`src/rtl/cpu_bus_pkg.sv`:
```
// Shared types and constants for the CPU-to-memory bus controller.
package cpu_bus_pkg;

  localparam int unsigned ADDR_W = 32;
  localparam int unsigned DATA_W = 32;

  typedef enum logic [1:0] {
    ST_IDLE = 2'd0,
    ST_REQ  = 2'd1,
    ST_DONE = 2'd2
  } bus_state_e;

  localparam logic BUS_READ  = 1'b0;
  localparam logic BUS_WRITE = 1'b1;

  // Value returned to the control unit when a read times out.
  localparam logic [DATA_W-1:0] TIMEOUT_RDATA = 32'h0000_0000;

  typedef struct packed {
    logic              mode;
    logic [ADDR_W-1:0] addr;
    logic [DATA_W-1:0] wdata;
  } bus_txn_t;

  // Wait counter width; a disabled timeout still needs one bit.
  function automatic int unsigned wait_cnt_width(input int unsigned timeout);
    return (timeout == 32'd0) ? 32'd1 : 32'($clog2(timeout + 32'd1));
  endfunction

endpackage

```
`src/rtl/bus_controller_if.sv`:
```
// Memory-side request/acknowledge bus between the controller and the word memory.
interface bus_controller_if;
  import cpu_bus_pkg::*;

  logic              mem_req;
  logic              mem_we;
  logic [ADDR_W-1:0] mem_addr;
  logic [DATA_W-1:0] mem_wdata;
  logic              mem_ack;
  logic [DATA_W-1:0] mem_rdata;

  modport master (
    output mem_req, mem_we, mem_addr, mem_wdata,
    input  mem_ack, mem_rdata
  );

  modport slave (
    input  mem_req, mem_we, mem_addr, mem_wdata,
    output mem_ack, mem_rdata
  );
endinterface

```
`src/rtl/bus_wait_counter.sv`:
```
// Clear/enable saturating wait counter with a registered terminal-count flag.
module bus_wait_counter
  import cpu_bus_pkg::*;
#(
  parameter int unsigned TIMEOUT = 255
) (
  input  logic clk,
  input  logic rst_n,
  input  logic clr_i,
  input  logic en_i,
  output logic tc_o
);

  localparam int unsigned   CW      = wait_cnt_width(TIMEOUT);
  localparam logic [CW-1:0] CNT_MAX = '1;
  localparam logic [CW-1:0] CNT_TC  = CW'(TIMEOUT);
  localparam logic          TC_EN   = (TIMEOUT != 32'd0);

  logic [CW-1:0] cnt_q, cnt_d;
  logic          tc_q;

  always_comb begin
    cnt_d = cnt_q;
    if (clr_i) begin
      cnt_d = '0;
    end else if (en_i && (cnt_q != CNT_MAX)) begin
      cnt_d = cnt_q + CW'(1);
    end
  end

  // Terminal count is computed from the next value so it lines up with cnt_q.
  always_ff @(posedge clk) begin
    if (!rst_n) begin
      cnt_q <= '0;
      tc_q  <= 1'b0;
    end else begin
      cnt_q <= cnt_d;
      tc_q  <= TC_EN && (cnt_d == CNT_TC);
    end
  end

  assign tc_o = tc_q;

endmodule

```
`src/rtl/bus_controller.sv`:
```
// Single-outstanding read/write bridge from the CPU control unit to word memory,
// with misalignment detection and an acknowledge timeout.
module bus_controller
  import cpu_bus_pkg::*;
#(
  parameter int unsigned TIMEOUT = 255
) (
  input  logic                clk,
  input  logic                rst_n,
  input  logic                start_transaction,
  input  logic                mode,
  input  logic [ADDR_W-1:0]   addr,
  input  logic [DATA_W-1:0]   wdata,
  output logic [DATA_W-1:0]   rdata,
  output logic                rdata_valid,
  output logic                write_done,
  output logic                bus_error,
  output logic                busy,
  bus_controller_if.master    bus
);

  bus_state_e        state_q, state_d;
  bus_txn_t          txn_q, txn_d;
  logic              err_q, err_d;
  logic [DATA_W-1:0] rdata_q, rdata_d;

  logic rdata_valid_q, rdata_valid_d;
  logic write_done_q, write_done_d;
  logic bus_error_q, bus_error_d;
  logic busy_q, busy_d;
  logic mem_req_q, mem_req_d;
  logic mem_we_q, mem_we_d;

  logic cnt_clr_c, cnt_en_c, cnt_tc;

  bus_wait_counter #(.TIMEOUT(TIMEOUT)) u_wait_cnt (
    .clk   (clk),
    .rst_n (rst_n),
    .clr_i (cnt_clr_c),
    .en_i  (cnt_en_c),
    .tc_o  (cnt_tc)
  );

  // State, transaction latches and all outputs.
  always_ff @(posedge clk) begin
    if (!rst_n) begin
      state_q       <= ST_IDLE;
      txn_q         <= '0;
      err_q         <= 1'b0;
      rdata_q       <= '0;
      rdata_valid_q <= 1'b0;
      write_done_q  <= 1'b0;
      bus_error_q   <= 1'b0;
      busy_q        <= 1'b0;
      mem_req_q     <= 1'b0;
      mem_we_q      <= 1'b0;
    end else begin
      state_q       <= state_d;
      txn_q         <= txn_d;
      err_q         <= err_d;
      rdata_q       <= rdata_d;
      rdata_valid_q <= rdata_valid_d;
      write_done_q  <= write_done_d;
      bus_error_q   <= bus_error_d;
      busy_q        <= busy_d;
      mem_req_q     <= mem_req_d;
      mem_we_q      <= mem_we_d;
    end
  end

  always_comb begin
    state_d   = state_q;
    txn_d     = txn_q;
    err_d     = err_q;
    rdata_d   = rdata_q;
    cnt_clr_c = 1'b0;
    cnt_en_c  = 1'b0;
    unique case (state_q)
      ST_IDLE: begin
        if (start_transaction) begin
          txn_d.mode  = mode;
          txn_d.addr  = {addr[ADDR_W-1:2], 2'b00};
          txn_d.wdata = wdata;
          err_d       = (addr[1:0] != 2'b00);
          cnt_clr_c   = 1'b1;
          state_d     = err_d ? ST_DONE : ST_REQ;
        end
      end
      ST_REQ: begin
        if (bus.mem_ack) begin
          if (txn_q.mode == BUS_READ) rdata_d = bus.mem_rdata;
          err_d   = 1'b0;
          state_d = ST_DONE;
        end else begin
          cnt_en_c = 1'b1;
          // Acknowledge in the terminal cycle still wins over the timeout.
          if (cnt_tc) begin
            if (txn_q.mode == BUS_READ) rdata_d = TIMEOUT_RDATA;
            err_d   = 1'b1;
            state_d = ST_DONE;
          end
        end
      end
      ST_DONE: state_d = ST_IDLE;
      default: state_d = ST_IDLE;
    endcase
  end

  // Output values for the coming cycle, decoded from the next state only.
  always_comb begin
    busy_d        = (state_d != ST_IDLE);
    mem_req_d     = (state_d == ST_REQ);
    mem_we_d      = mem_req_d && (txn_d.mode == BUS_WRITE);
    rdata_valid_d = (state_d == ST_DONE) && (txn_d.mode == BUS_READ);
    write_done_d  = (state_d == ST_DONE) && (txn_d.mode == BUS_WRITE);
    bus_error_d   = (state_d == ST_DONE) && err_d;
  end

  assign rdata         = rdata_q;
  assign rdata_valid   = rdata_valid_q;
  assign write_done    = write_done_q;
  assign bus_error     = bus_error_q;
  assign busy          = busy_q;
  assign bus.mem_req   = mem_req_q;
  assign bus.mem_we    = mem_we_q;
  assign bus.mem_addr  = txn_q.addr;
  assign bus.mem_wdata = txn_q.wdata;

endmodule

```
`src/flat_wrapper.sv`:
```
// flat-port wrapper written by rule: the top's interface ports become plain ports
module bus_controller_flat import cpu_bus_pkg::*;
#(
  parameter int unsigned TIMEOUT = 255
)
  (clk, rst_n, start_transaction, mode, addr, wdata, rdata, rdata_valid, write_done, bus_error, busy, bus_mem_req, bus_mem_we, bus_mem_addr, bus_mem_wdata, bus_mem_ack, bus_mem_rdata);
  bus_controller_if bus_i ();
  input  logic clk;
  input  logic rst_n;
  input  logic start_transaction;
  input  logic mode;
  input  logic [ADDR_W-1:0] addr;
  input  logic [DATA_W-1:0] wdata;
  output logic [DATA_W-1:0] rdata;
  output logic rdata_valid;
  output logic write_done;
  output logic bus_error;
  output logic busy;
  output wire logic [$bits(bus_i.mem_req)-1:0] bus_mem_req;
  output wire logic [$bits(bus_i.mem_we)-1:0] bus_mem_we;
  output wire logic [$bits(bus_i.mem_addr)-1:0] bus_mem_addr;
  output wire logic [$bits(bus_i.mem_wdata)-1:0] bus_mem_wdata;
  input wire logic [$bits(bus_i.mem_ack)-1:0] bus_mem_ack;
  input wire logic [$bits(bus_i.mem_rdata)-1:0] bus_mem_rdata;
  assign bus_mem_req = bus_i.mem_req;
  assign bus_mem_we = bus_i.mem_we;
  assign bus_mem_addr = bus_i.mem_addr;
  assign bus_mem_wdata = bus_i.mem_wdata;
  assign bus_i.mem_ack = bus_mem_ack;
  assign bus_i.mem_rdata = bus_mem_rdata;
  bus_controller #(.TIMEOUT(TIMEOUT)) u_core (.clk(clk), .rst_n(rst_n), .start_transaction(start_transaction), .mode(mode), .addr(addr), .wdata(wdata), .rdata(rdata), .rdata_valid(rdata_valid), .write_done(write_done), .bus_error(bus_error), .busy(busy), .bus(bus_i));
endmodule
```
`config.mk`:
```
export PLATFORM = sky130hd
export DESIGN_NAME = bus_controller_flat
export DESIGN_NICKNAME = d
export VERILOG_FILES = /design/src/rtl/cpu_bus_pkg.sv /design/src/rtl/bus_controller_if.sv /design/src/rtl/bus_wait_counter.sv /design/src/rtl/bus_controller.sv /design/src/flat_wrapper.sv
export SDC_FILE = /design/constraint.sdc
export NUM_CORES = 1
export LEC_CHECK = 0
export ABC_CLOCK_PERIOD_IN_PS = 2530
export CAP_MARGIN = 20
export CORE_UTILIZATION = 25
export DETAILED_ROUTE_END_ITERATION = 16
export HOLD_SLACK_MARGIN = 0.08
export PLACE_DENSITY_LB_ADDON = 0.25
export SYNTH_ARGS = -nofsm -noshare
export SYNTH_HDL_FRONTEND = slang
export SYNTH_HIERARCHICAL = 1
export SYNTH_SLANG_ARGS = --single-unit
```
`constraint.sdc`:
```
create_clock -name clk -period 2.53 [get_ports clk]
set_input_delay 0.506 -clock clk [delete_from_list [all_inputs] [get_ports clk]]
set_output_delay 0.506 -clock clk [all_outputs]
set_load 0.02 [all_outputs]
```
==> results.rst <==
.. list-table::
   :header-rows: 1

   * - Metric
     - Value
   * - Die Y-Extent
     - about 150 um
   * - Initial antenna violation count
     - 0
   * - Clock root cell
     - clkbuf_16
   * - Worst-path cell chain
     - clkdlybuf4s50_1 > or3b_4 > inv_2 > nand2b_1 > a2111oi_0 > o211ai_1 > a2111oi_2
   * - Maximum number of pins on one net before global-route repair
     - 65
   * - Count of unique library cells instantiated by Yosys
     - 50
   * - Synthesis-stage register bit count
     - about 110
   * - Average routed wire per standard cell
     - 14.5 um
   * - Count of endpoints failing setup in the final report
     - 0
   * - Type of destination of the critical path
     - flop
   * - Synth Warn #
     - 6
   * - Critical Path Sink
     - u_core/u_wait_cnt/tc_o
   * - Most frequent standard cell in the layout excluding fill and tap cells
     - clkdlybuf4s50_1
   * - Reg2reg path depth
     - 7
   * - Commonest cells after routing, fill and taps aside
     - clkdlybuf4s50_1, nand2_1, dfxtp_1, a21oi_1, a21oi_2
   * - Flop-to-flop setup slack
     - 0.68 ns
   * - Detailed-route via count
     - about 4300
   * - IO Pins
     - 203
   * - Critical Path Slowest Stage Cell
     - clkdlybuf4s50_1
   * - # DRC
     - 0
   * - Growth of design area from synthesis to finish
     - 43.9%
   * - Remaining antenna violation count
     - 0
   * - Cells after Synth
     - 585
   * - Source of the critical timing path
     - start_transaction
   * - Fraction of the yosys area taken by sequential cells
     - 43.6%
   * - Total power density per cell area
     - 651 nW/um^2
   * - Fillers
     - roughly 2100
   * - Effective utilization at floorplan
     - around 26%
   * - Number of buffers added by the clock tree synthesis step
     - 17
   * - Sequential standard cell area
     - 2260 sq um
   * - Max-cap viol count
     - 0
   * - FF-to-FF Start
     - u_core/state_q[0]
   * - Upper clock frequency limit
     - slightly above 0.5 GHz
   * - Maximum count of clock buffers along a single path
     - 2
   * - Tcrit/Tclk final
     - 77.4%
   * - Count of TritonRoute iterations in the first routing pass
     - 6
   * - Share of final-layout standard cells stronger than drive strength 1
     - 13.9%
   * - Final number of hold-violating endpoints
     - 0
   * - Worst Path Arrival
     - 2.26 ns
   * - Final sum of negative setup slack
     - 0 ns
   * - Final critical path time including I/O delays and setup
     - 1.96 ns
   * - Terminus of the critical flop-to-flop path
     - u_core/u_wait_cnt/tc_o
   * - Die Width
     - 146 um
   * - Critical Path Max Stage Delay
     - 0.45 ns
   * - Total routed wirelength
     - 14300 um
   * - Post-route design area
     - 7460 sq um
   * - Number of cells upsized or downsized after cts
     - 0
   * - H-tree lvl count
     - 4
   * - Reg clk slew, reported paths
     - 0.05 ns
   * - Multi-input logic area
     - roughly 2100 sq um
   * - Yosys top cell area share
     - 43.6%
   * - Peak ir drop on the vdd network
     - ~0.00038 V
   * - Actual slew at the worst max-slew pin
     - 0.558 ns
   * - Critical Path RT
     - 2.83 ns
   * - Dpl hpwl
     - 9150 um
   * - Clock sink count
     - between 100 and 150
   * - Class of the most critical hold timing path
     - reg -> reg
   * - Wire length of the first global-routing pass
     - 22900 um
   * - DRC violation total after the first TritonRoute iteration
     - about 230
   * - Antenna diode instance count
     - 0
   * - Clock latency of the later-clocked register in the worst-skew pair
     - approximately 0.41 ns
   * - Total grt overflow
     - 0
   * - Instance area after placement
     - 6920 sq um
   * - Area inside the core boundary
     - 20300 sq um
   * - Crit Path Class
     - in -> reg
   * - Library cell with the largest summed area after synthesis
     - dfxtp_1
   * - Post-Syn Area
     - 5180 sq um
   * - Global-route usage over all layers
     - 13.5%
   * - Number of global-route vias before repair
     - 4238
   * - Highest net fanout along the worst path
     - 8
   * - Leading cell types by total area after synthesis
     - dfxtp_1, buf_4, nand2_1, a21oi_2, a21oi_1
   * - Post-synthesis average cell area
     - 8.86 sq um
   * - Post-Route Skew
     - 0.00657 ns
   * - Cell Rows
     - 52
   * - Number of buffers added on ports
     - 200
   * - Final number of max-transition violations
     - 0
   * - Leakage power figure
     - 0.00255 uW
   * - CTS tree
     - done
   * - Layout Nets
     - 811
   * - Gp weighted congestion
     - 0.768
   * - Average vias per placed instance
     - around 4.4
   * - Post-CTS Hold Buffers
     - 0
   * - CP Launch Type
     - input pin
   * - Outcome
     - finished, final reports clean
   * - Number of setup buffers added after CTS
     - 0
   * - Die footprint
     - 21300 sq um
   * - Relative slew margins
     - 62.8%
   * - Unrepaired setup endpoints after global routing
     - no
## sequential cells by signal, summed over array words and instances, names as in the netlist
| register | flops |
|---|---|
| u_core/rdata | 32 |
| u_core/err_q | 1 |
| u_core/txn_q | 1 |
| u_core/busy | 1 |
| u_core/write_done | 1 |
| u_core/bus.mem_req | 1 |
| u_core/bus.mem_we | 1 |
| u_core/u_wait_cnt/cnt_q | 8 |
| u_core/bus.mem_wdata | 32 |
| u_core/state_q | 2 |
| u_core/u_wait_cnt/tc_o | 1 |
| u_core/bus.mem_addr | 30 |
| u_core/bus_error | 1 |
| u_core/rdata_valid | 1 |
## power by group
group | switching [uW] | internal (uW)
combinational | 368 | 362
sequential | 38.7 | 1860
clock | 816 | 1410
total | 1220 | 3630
## through the flow
stage               util, %  instances  power, uW  hold WS (ns)  setup slack [ns]
finish                 36.7        990       4860         0.452             0.573
CTS                    36.7        990       4950         0.454             0.587
global placement       34.1        960       2670         0.441             0.222
global route           36.7        990       5080         0.473             0.343
floorplan                 -        586       2400         0.437             0.436
detailed placement     34.1        960       2670         0.446             0.160
## layout make-up
class                      count  share of cell area, %
clock inverter                 6                  0.772
clock buffer                  24                   6.46
sequential                   113                   30.3
timing repair buffer         217                   29.2
inverter                       5                  0.285
multi-input combinational    355                   28.4
tap                          270                   4.53
## critical path: cells and delay by family
kind                   cells  cell delay, ns
AOI/OAI and AO/OA          3            0.78
buffers and inverters      2            0.54
and+or+nand+nor            2            0.43
## metal layers
layer / global-route usage, % / wire length [um] / share of wire (%)
met1: 16.4 / 6540 / 46
met2: 21.3 / 6450 / 45
met3: 6.05 / 1210 / 8.4
met4: 4.32 / 130 / 0.91
met5: 0 / 0 / 0
## cell families (layout without fill, tap and decap cells)
| group | count (synthesis) | count (layout) | share of synthesized area (%) |
|---|---|---|---|
| other | 1 | 2 | 0.0723 |
| xor gates and xnor gates | 1 | 1 | 0.169 |
| adders and majority gates | 1 | 1 | 0.241 |
| and+or+nand+nor | 202 | 202 | 20.2 |
| AOI/OAI and AO/OA | 146 | 146 | 19.5 |
| muxes | 3 | 3 | 0.579 |
| buffers and inverters | 118 | 252 | 15.6 |
| DFF | 113 | 113 | 43.6 |
## how the worst min path moves through the flow
stage                     cells after the start                  endpoint                      from  slack (ns)
after global routing                          2  u_core/bus.mem_wdata[10]  u_core/bus.mem_wdata[10]        0.47
final                                         2    u_core/bus.mem_addr[4]    u_core/bus.mem_addr[4]        0.45
after detailed placement                      2   u_core/bus.mem_addr[29]   u_core/bus.mem_addr[29]        0.45
after CTS                                     2   u_core/bus.mem_addr[29]   u_core/bus.mem_addr[29]        0.45
after floorplan                               2   u_core/bus.mem_addr[13]   u_core/bus.mem_addr[13]        0.44
after global placement                        2  u_core/bus.mem_wdata[26]  u_core/bus.mem_wdata[26]        0.44
## cells in the mapped netlist (all sizes together)
cell       n
a2111oi    2
a211oi     1
a21oi     98
a311oi     1
a31oi      1
and3       3
and4       1
and4b      1
buf       87
clkbuf    26
conb       1
dfxtp    113
ha         1
inv        5
mux2i      3
nand2    128
nand2b     4
nand3      4
nand3b     1
nand4      3
nand4b    33
nor2      14
nor2b      1
nor3       4
nor3b      2
nor4b      1
o2111a     1
o211ai     3
o21ai      3
o22a       1
o22ai      1
o311a      1
o31a       1
o31ai     32
or3b       2
xor2       1
No activity file was read; power rests on OpenSTA's default activity.
